==> src/rtl/sequencer_if.sv <==
// Control/status bundle between the control signal generator and the instruction sequencer.
interface sequencer_if;
    logic        run;
    logic [2:0]  ir_opcode;
    logic        start_fetch;
    logic        start_execute;
    logic        fetch;
    logic        clear, inc1, add, dec1, jmp, buz, load, store;
    logic        t1, t2, t3, t4, t5;
    logic        stall;
    logic        proto_err;
    logic [15:0] instr_count;

    modport master (
        output run, ir_opcode, start_fetch, start_execute,
        input  fetch, clear, inc1, add, dec1, jmp, buz, load, store,
        input  t1, t2, t3, t4, t5, stall, proto_err, instr_count
    );

    modport slave (
        input  run, ir_opcode, start_fetch, start_execute,
        output fetch, clear, inc1, add, dec1, jmp, buz, load, store,
        output t1, t2, t3, t4, t5, stall, proto_err, instr_count
    );
endinterface

==> src/rtl/sequencer.sv <==
// FETCH/EXECUTE instruction sequencer with T1..T5 timing states, opcode decode and retire counter.
// All outputs are decoded from registers; inputs only influence the next state.
module sequencer (
    input  logic       clk,
    input  logic       rst_n,
    sequencer_if.slave bus
);
    typedef enum logic {PH_FETCH, PH_EXEC} phase_e;
    typedef enum logic [2:0] {T1, T2, T3, T4, T5} tstate_e;

    phase_e      phase_q, phase_d;
    tstate_e     t_q, t_d;
    logic [2:0]  opcode_q, opcode_d;
    logic        stall_q, stall_d;
    logic        proto_err_q, proto_err_d;
    logic [15:0] instr_count_q, instr_count_d;

    logic        exit_req;
    logic        wrong_req;
    logic [7:0]  dec;
    logic [4:0]  t_vec;

    always_ff @(posedge clk or negedge rst_n) begin
        if (!rst_n) begin
            phase_q       <= PH_FETCH;
            t_q           <= T1;
            opcode_q      <= 3'd0;
            stall_q       <= 1'b0;
            proto_err_q   <= 1'b0;
            instr_count_q <= 16'd0;
        end else begin
            phase_q       <= phase_d;
            t_q           <= t_d;
            opcode_q      <= opcode_d;
            stall_q       <= stall_d;
            proto_err_q   <= proto_err_d;
            instr_count_q <= instr_count_d;
        end
    end

    always_comb begin
        phase_d       = phase_q;
        t_d           = t_q;
        opcode_d      = opcode_q;
        stall_d       = stall_q;
        proto_err_d   = proto_err_q;
        instr_count_d = instr_count_q;
        exit_req      = 1'b0;
        wrong_req     = 1'b0;

        if (bus.run) begin
            // Only the request that leaves the current phase is honoured; the other is a protocol error.
            if (phase_q == PH_FETCH) begin
                opcode_d  = bus.ir_opcode;
                exit_req  = bus.start_execute;
                wrong_req = bus.start_fetch;
            end else begin
                exit_req  = bus.start_fetch;
                wrong_req = bus.start_execute;
            end

            if (wrong_req) begin
                proto_err_d = 1'b1;
            end

            if (exit_req) begin
                t_d = T1;
                if (phase_q == PH_FETCH) begin
                    phase_d = PH_EXEC;
                end else begin
                    phase_d       = PH_FETCH;
                    instr_count_d = instr_count_q + 16'd1;
                end
            end else begin
                case (t_q)
                    T1:      t_d = T2;
                    T2:      t_d = T3;
                    T3:      t_d = T4;
                    default: t_d = T5;
                endcase
            end

            // Registered so that stall mirrors "sitting in T5 with no honoured request".
            stall_d = (t_d == T5);
        end
    end

    always_comb begin
        dec = 8'd0;
        if (phase_q == PH_EXEC) begin
            dec[opcode_q] = 1'b1;
        end
    end

    always_comb begin
        t_vec = 5'd0;
        case (t_q)
            T1:      t_vec[0] = 1'b1;
            T2:      t_vec[1] = 1'b1;
            T3:      t_vec[2] = 1'b1;
            T4:      t_vec[3] = 1'b1;
            default: t_vec[4] = 1'b1;
        endcase
    end

    assign bus.fetch       = (phase_q == PH_FETCH);
    assign bus.clear       = dec[0];
    assign bus.inc1        = dec[1];
    assign bus.add         = dec[2];
    assign bus.dec1        = dec[3];
    assign bus.jmp         = dec[4];
    assign bus.buz         = dec[5];
    assign bus.load        = dec[6];
    assign bus.store       = dec[7];
    assign bus.t1          = t_vec[0];
    assign bus.t2          = t_vec[1];
    assign bus.t3          = t_vec[2];
    assign bus.t4          = t_vec[3];
    assign bus.t5          = t_vec[4];
    assign bus.stall       = stall_q;
    assign bus.proto_err   = proto_err_q;
    assign bus.instr_count = instr_count_q;
endmodule

==> src/flat_wrapper.sv <==
// flat-port wrapper written by rule: the top's interface ports become plain ports
module sequencer_flat 
  (clk, rst_n, bus_run, bus_ir_opcode, bus_start_fetch, bus_start_execute, bus_fetch, bus_clear, bus_inc1, bus_add, bus_dec1, bus_jmp, bus_buz, bus_load, bus_store, bus_t1, bus_t2, bus_t3, bus_t4, bus_t5, bus_stall, bus_proto_err, bus_instr_count);
  sequencer_if bus_i ();
  input  logic clk;
  input  logic rst_n;
  input wire logic [$bits(bus_i.run)-1:0] bus_run;
  input wire logic [$bits(bus_i.ir_opcode)-1:0] bus_ir_opcode;
  input wire logic [$bits(bus_i.start_fetch)-1:0] bus_start_fetch;
  input wire logic [$bits(bus_i.start_execute)-1:0] bus_start_execute;
  output wire logic [$bits(bus_i.fetch)-1:0] bus_fetch;
  output wire logic [$bits(bus_i.clear)-1:0] bus_clear;
  output wire logic [$bits(bus_i.inc1)-1:0] bus_inc1;
  output wire logic [$bits(bus_i.add)-1:0] bus_add;
  output wire logic [$bits(bus_i.dec1)-1:0] bus_dec1;
  output wire logic [$bits(bus_i.jmp)-1:0] bus_jmp;
  output wire logic [$bits(bus_i.buz)-1:0] bus_buz;
  output wire logic [$bits(bus_i.load)-1:0] bus_load;
  output wire logic [$bits(bus_i.store)-1:0] bus_store;
  output wire logic [$bits(bus_i.t1)-1:0] bus_t1;
  output wire logic [$bits(bus_i.t2)-1:0] bus_t2;
  output wire logic [$bits(bus_i.t3)-1:0] bus_t3;
  output wire logic [$bits(bus_i.t4)-1:0] bus_t4;
  output wire logic [$bits(bus_i.t5)-1:0] bus_t5;
  output wire logic [$bits(bus_i.stall)-1:0] bus_stall;
  output wire logic [$bits(bus_i.proto_err)-1:0] bus_proto_err;
  output wire logic [$bits(bus_i.instr_count)-1:0] bus_instr_count;
  assign bus_i.run = bus_run;
  assign bus_i.ir_opcode = bus_ir_opcode;
  assign bus_i.start_fetch = bus_start_fetch;
  assign bus_i.start_execute = bus_start_execute;
  assign bus_fetch = bus_i.fetch;
  assign bus_clear = bus_i.clear;
  assign bus_inc1 = bus_i.inc1;
  assign bus_add = bus_i.add;
  assign bus_dec1 = bus_i.dec1;
  assign bus_jmp = bus_i.jmp;
  assign bus_buz = bus_i.buz;
  assign bus_load = bus_i.load;
  assign bus_store = bus_i.store;
  assign bus_t1 = bus_i.t1;
  assign bus_t2 = bus_i.t2;
  assign bus_t3 = bus_i.t3;
  assign bus_t4 = bus_i.t4;
  assign bus_t5 = bus_i.t5;
  assign bus_stall = bus_i.stall;
  assign bus_proto_err = bus_i.proto_err;
  assign bus_instr_count = bus_i.instr_count;
  sequencer u_core (.clk(clk), .rst_n(rst_n), .bus(bus_i));
endmodule
==> config.mk <==
export PLATFORM = sky130hd
export DESIGN_NAME = sequencer_flat
export DESIGN_NICKNAME = d
export VERILOG_FILES = /design/src/rtl/sequencer_if.sv /design/src/rtl/sequencer.sv /design/src/flat_wrapper.sv
export SDC_FILE = /design/constraint.sdc
export NUM_CORES = 1
export LEC_CHECK = 0
export ABC_AREA = 1
export CAP_MARGIN = 20
export CORE_MARGIN = 2
export CORE_UTILIZATION = 61
export DETAILED_ROUTE_END_ITERATION = 7
export DONT_BUFFER_PORTS = 1
export HOLD_SLACK_MARGIN = 0.1
export PLACE_DENSITY_LB_ADDON = 0.05
export SYNTH_ARGS = -nofsm -noshare
export SYNTH_HDL_FRONTEND = slang
export SYNTH_SLANG_ARGS = --single-unit
==> constraint.sdc <==
create_clock -name clk -period 1.6 [get_ports clk]
set_input_delay 0.08 -clock clk [delete_from_list [all_inputs] [get_ports clk]]
set_output_delay 0.08 -clock clk [all_outputs]
set_load 0.02 [all_outputs]
Word level (Yosys, flattened, before mapping)
Cells that the tools add are included.
Widths: inputs -> output; s select.
- flip-flop bits (word level): 25
- bits of input ports: 8
- $add $sub $neg: 1
- magnitude comparators: 2
- eq/ne operators: 4
- mux-type cells: 16
- bitwise operators: 1
- reductions and logical operators: 7
- operator list (cell ; count):
    $add 16x1->16 const B ; 1
    $mux 1 ; 11
    $pmux 3 s3 ; 1
    $mux 8 ; 1
    $eq 3x2->1 const B ; 2
    $mux 3 ; 2
    $reduce_and 2->1 ; 3
    $lt 3x4->1 const B ; 1
    $reduce_or 4->1 ; 1
    $demux 1 s3 ; 1
    $eq 3x1->1 const B ; 1
    $eq 3x3->1 const B ; 1
    $ge 3x1->1 const B ; 1
    $logic_not 3->1 ; 1
    $reduce_and 3->1 ; 1
    $logic_and 1x1->1 ; 1
    $not 1->1 ; 1

Logic depth before layout (Yosys ltp)
- depth after elaboration: 5
- mapped depth: 8
- depth with buffers taken out: 8

Worst setup path after synthesis
OpenSTA, ideal clock, no wires.
- kind: reg-to-reg
- from: register u_core.instr_count_q[0], in the netlist u_core.bus.instr_count[0]
- to: register u_core.instr_count_q[12], in the netlist u_core.bus.instr_count[12]
- library setup time: 0.117 ns
- arrival time: 1.218 ns
- required time: 1.483 ns
- slack: 0.265 ns
- cell stages (with the launch flop): 9
- buffers on the path: 0
- cells stage by stage: dfrtp_1 > ha_1 > nand3_1 > inv_1 > nand2_2 > nor2_2 > nand3_1 > nand2_1 > nand2_1
- word-level cells in the longest chain between the ends: 1
- ends and longest elaborated chain (item ; line ; text):
    start, declared ; sequencer.sv:16 ; logic [15:0] instr_count_q, instr_count_d;
    start signal, assigned ; sequencer.sv:37 ; instr_count_q <= instr_count_d;
    $add 16x1->16 ; sequencer.sv:72 ; instr_count_d = instr_count_q + 16'd1;
Every way passes these cells.
A chain may end at the register's enable or synchronous reset.

Final worst setup path
- from: register u_core.phase_q
- to: output port bus_load
- word-level cells in the longest chain between the ends: 1
- ends and longest elaborated chain (item ; line ; text):
    start, declared ; sequencer.sv:11 ; phase_e phase_q, phase_d;
    start signal, assigned ; sequencer.sv:32 ; phase_q <= phase_d;
    $mux 8 ; sequencer.sv:90 ; if (phase_q == PH_EXEC) begin
    end, declared ; flat_wrapper.sv:18 ; output wire logic [$bits(bus_i.load)-1:0] bus_load;
Every way passes these cells.

==> impl_metrics.csv <==
group,metric,value,unit
pwr,swShare,41.1,%
yosys,ys_warn_count,0,
floorplan,io_pins,40,
pwr,finalPower,1790,uW
sta,maxSlewHeadroom,62.2,%
hold_path,min-delay-path-class,"in2async",
flow_run,cap_violations,0,
floorplan,start_util,64.4,%
sta,finalSetupViolations,0,
cells_and_area,final_cell_mix,"nand2_1 (38), dfrtp_1 (24), inv_1 (19)",
yosys,synth_compound_area_share,3.70,%
yosys,synthSimpleGateAreaFrac,30.3,%
floorplan,dieArea,2430,sq um
yosys,syn_avg_cell_area,8.33,sq um
placed_design,io_buffers,0,
placed_design,dp.cells,186,
yosys,synth_cell_type_count,23,
cts,cts_tree,"built",
sta,final.setup_skew,0.00180,ns
worst_setup_path,worst-endpoint-required,1.52,ns
pwr,pwr-share-clk,15.1,%
cts,post_cts_buffers,0,
pwr,power_switching,736,uW
yosys,synth_mux_area_share,0.901,%
sta,drv_slew,0,
pwr,irDropWorstVdd,1.21,mV
pwr,pwr-share-comb,35.0,%
global_routing,grt_util_all_layers,23.3,%
yosys,yosysTopAreaCellShare,50.1,%
route,drtAntennaViolNets,0,
global_routing,grt_pass1_vias,1042,
yosys,synth_top_family_by_area,"simple AND/OR/NAND/NOR gates",
pwr,p_int,1060,uW
placed_design,place_hpwl,1880,microns
global_routing,antenna_found_initial,0,
cts,clk_latency,0.31,ns
cells_and_area,antenna_cells,0,
worst_setup_path,crit_chain,"inv_1 > or2_2 > nor2_2",
worst_setup_path,crit_path_max_incr_delay,0.46,ns
sta,grt_setup_unrepaired,"no",
global_routing,grt_max_degree,26,
cts,clock_sinks,25,
yosys,synth_seq_cells,25,
cells_and_area,final_common_cell,"nand2_1",
yosys,syn-num-nets,159,
yosys,yosysSeqAreaShare,50.1,%
cells_and_area,area_growth,18.2,%
pwr,leakage,0.000724,uW
route,vias,1068,
yosys,yosys-top-cells-area,"dfrtp_1 (50%), nand2_1 (11%), nor2_1 (6.3%), inv_1 (5.7%), xnor2_1 (4.2%)",
floorplan,die_h,49.3,microns
yosys,post_synth_instance_area,1250,sq um
floorplan,dieWidth,49.3,microns
global_routing,grt_overflow_total,0,
sta,hold_viol_final,0,
cts,cts_max_level,1,
worst_setup_path,worstSetupEndpointType,"output pin",
worst_setup_path,r2r_cells,7,
cts,cts_made_buffers,3,
global_routing,grt_pass1_wl,4280,microns
worst_setup_path,worst_path_max_delay_cell,"dfrtp_2",
pwr,power_per_cell_area,1210,nW/um^2
cells_and_area,utilization,76.1,%
yosys,synth-xor-area-share,7.71,%
outcome,outcome,"finished clean",
sta,min_period_over_period,94.6,%
route,routed_wirelength,2630,microns
yosys,synth_fa_ha_area_share,1.00,%
worst_setup_path,critPathMaxFanout,7,
sta,fin_crit,1.51,ns
cells_and_area,drive_above_1_share,16.4,%
worst_setup_path,cp-start-kind,"register",
route,drc_errors,0,
sta,fmax,660,MHz
sta,worstMarginPinSlew,0.564,ns
pwr,seq_power_share,49.9,%
placed_design,gp_congestion,0.822,
cts,max-clock-path-buffers,2,
floorplan,core.rowCount,16,
worst_setup_path,cp_data_arrival_time,1.43,ns
route,wl_per_cell,13.3,microns
worst_setup_path,path_class,"reg2out",
cts,clkTransAtPathRegs,0.12,ns
route,post_drt_via_cell_ratio,5.39,
cts,cts_root_buffer,"clkbuf_4",
yosys,synth_cells,150,
cells_and_area,nets,181,
route,drt_iter0_markers,36,
sta,whs,0.183,ns
cells_and_area,fin_cells,198,
yosys,yosysTopAreaCell,"dfrtp_1",
route,drt_pass1_iterations,4,
floorplan,core,1940,sq um
## cells by family (layout without fill, tap and decap cells)
| family | Yosys count | in the layout |
|---|---|---|
| mux | 1 | 1 |
| fa+ha+maj | 1 | 1 |
| xor+xnor | 11 | 11 |
| simple gates | 82 | 82 |
| buf+inv | 21 | 42 |
| flops | 25 | 25 |
| compound gates | 9 | 9 |
## sequential cells by signal (all words and copies together) (netlist names)
register,cells
u_core.bus.stall,1
u_core.t_q,3
u_core.bus.instr_count,16
u_core.opcode_q,3
u_core.phase_q,1
u_core.bus.proto_err,1
## synth_stat cells, drive strengths merged
library cell and count:
clkbuf 1, inv 20, nand4 4, or2 1, nor3b 1, o21ai 7, nand2 40, ha 1
o22ai 1, dfrtp 25, nand3 8, mux2 1, nor2 24, nand3b 2, nor3 2, xor2 5
a21oi 1, xnor2 6
## path summary, 6_finish.rpt
path | start | to | slack, ns
hold reg to reg | u_core.opcode_q[0] | u_core.opcode_q[0] | 0.55
setup / recovery | u_core.phase_q | bus_load | 0.09
setup reg to reg | u_core.bus.instr_count[2] | u_core.bus.instr_count[13] | 0.22
hold / removal | rst_n | u_core.bus.instr_count[4] | 0.18
min in group clk | bus_ir_opcode[1] | u_core.opcode_q[1] | 0.44
max in group asynchronous | rst_n | u_core.phase_q | 0.92
## power by group through the flow
stage | Combinational (uW) | Clock, uW | Sequential (uW)
global placement | 566 | 0 | 893
detailed placement | 573 | 0 | 904
floorplan | 380 | 0 | 930
CTS | 606 | 280 | 890
finish | 628 | 270 | 893
global route | 688 | 302 | 911
## critical path, delay by kind of cell, from the launching register on
kind / cells / cell delay [ns]
flops: 1 / 0.46
buf+inv: 1 / 0.08
simple gates: 2 / 0.58
## layout make-up
cell class / instances / area (sq um)
Inverter: 20 / 75.1
Tap cell: 27 / 33.8
Clock buffer: 4 / 26.3
Multi-Input combinational cell: 104 / 556
Sequential cell: 25 / 627
Fill cell: 151 / 464
Timing Repair Buffer: 18 / 160
## metal layers
| layer | vias to the layer above | global-route usage [%] | wire length [microns] |
|---|---|---|---|
| met3 | 10 | 5.52 | 150 |
| li1 | 508 | - | - |
| met4 | 0 | 9.52 | 53 |
| met2 | 44 | 41.9 | 1390 |
| met1 | 506 | 26.1 | 1040 |
| met5 | - | 0 | 0 |
## timing repair
| action | 4_1_cts | 5_1_grt |
|---|---|---|
| hold buffers | 7 | 0 |
| hold endpoints to repair | 40 | 0 |
| setup endpoints to repair | 4 | 4 |
| resized for setup | 0 | 5 |
## per-stage QoR
stage / cell area (sq um) / setup slack (ns) / setup TNS, ns
floorplan: 1250 / 0.265 / 0
finish: 1480 / 0.0859 / 0
global placement: 1360 / 0.280 / 0
global route: 1480 / 0.0135 / 0
detailed placement: 1360 / 0.239 / 0
CTS: 1450 / -0.0378 / -0.134
Note: power is estimated with default switching activity, not from simulation.
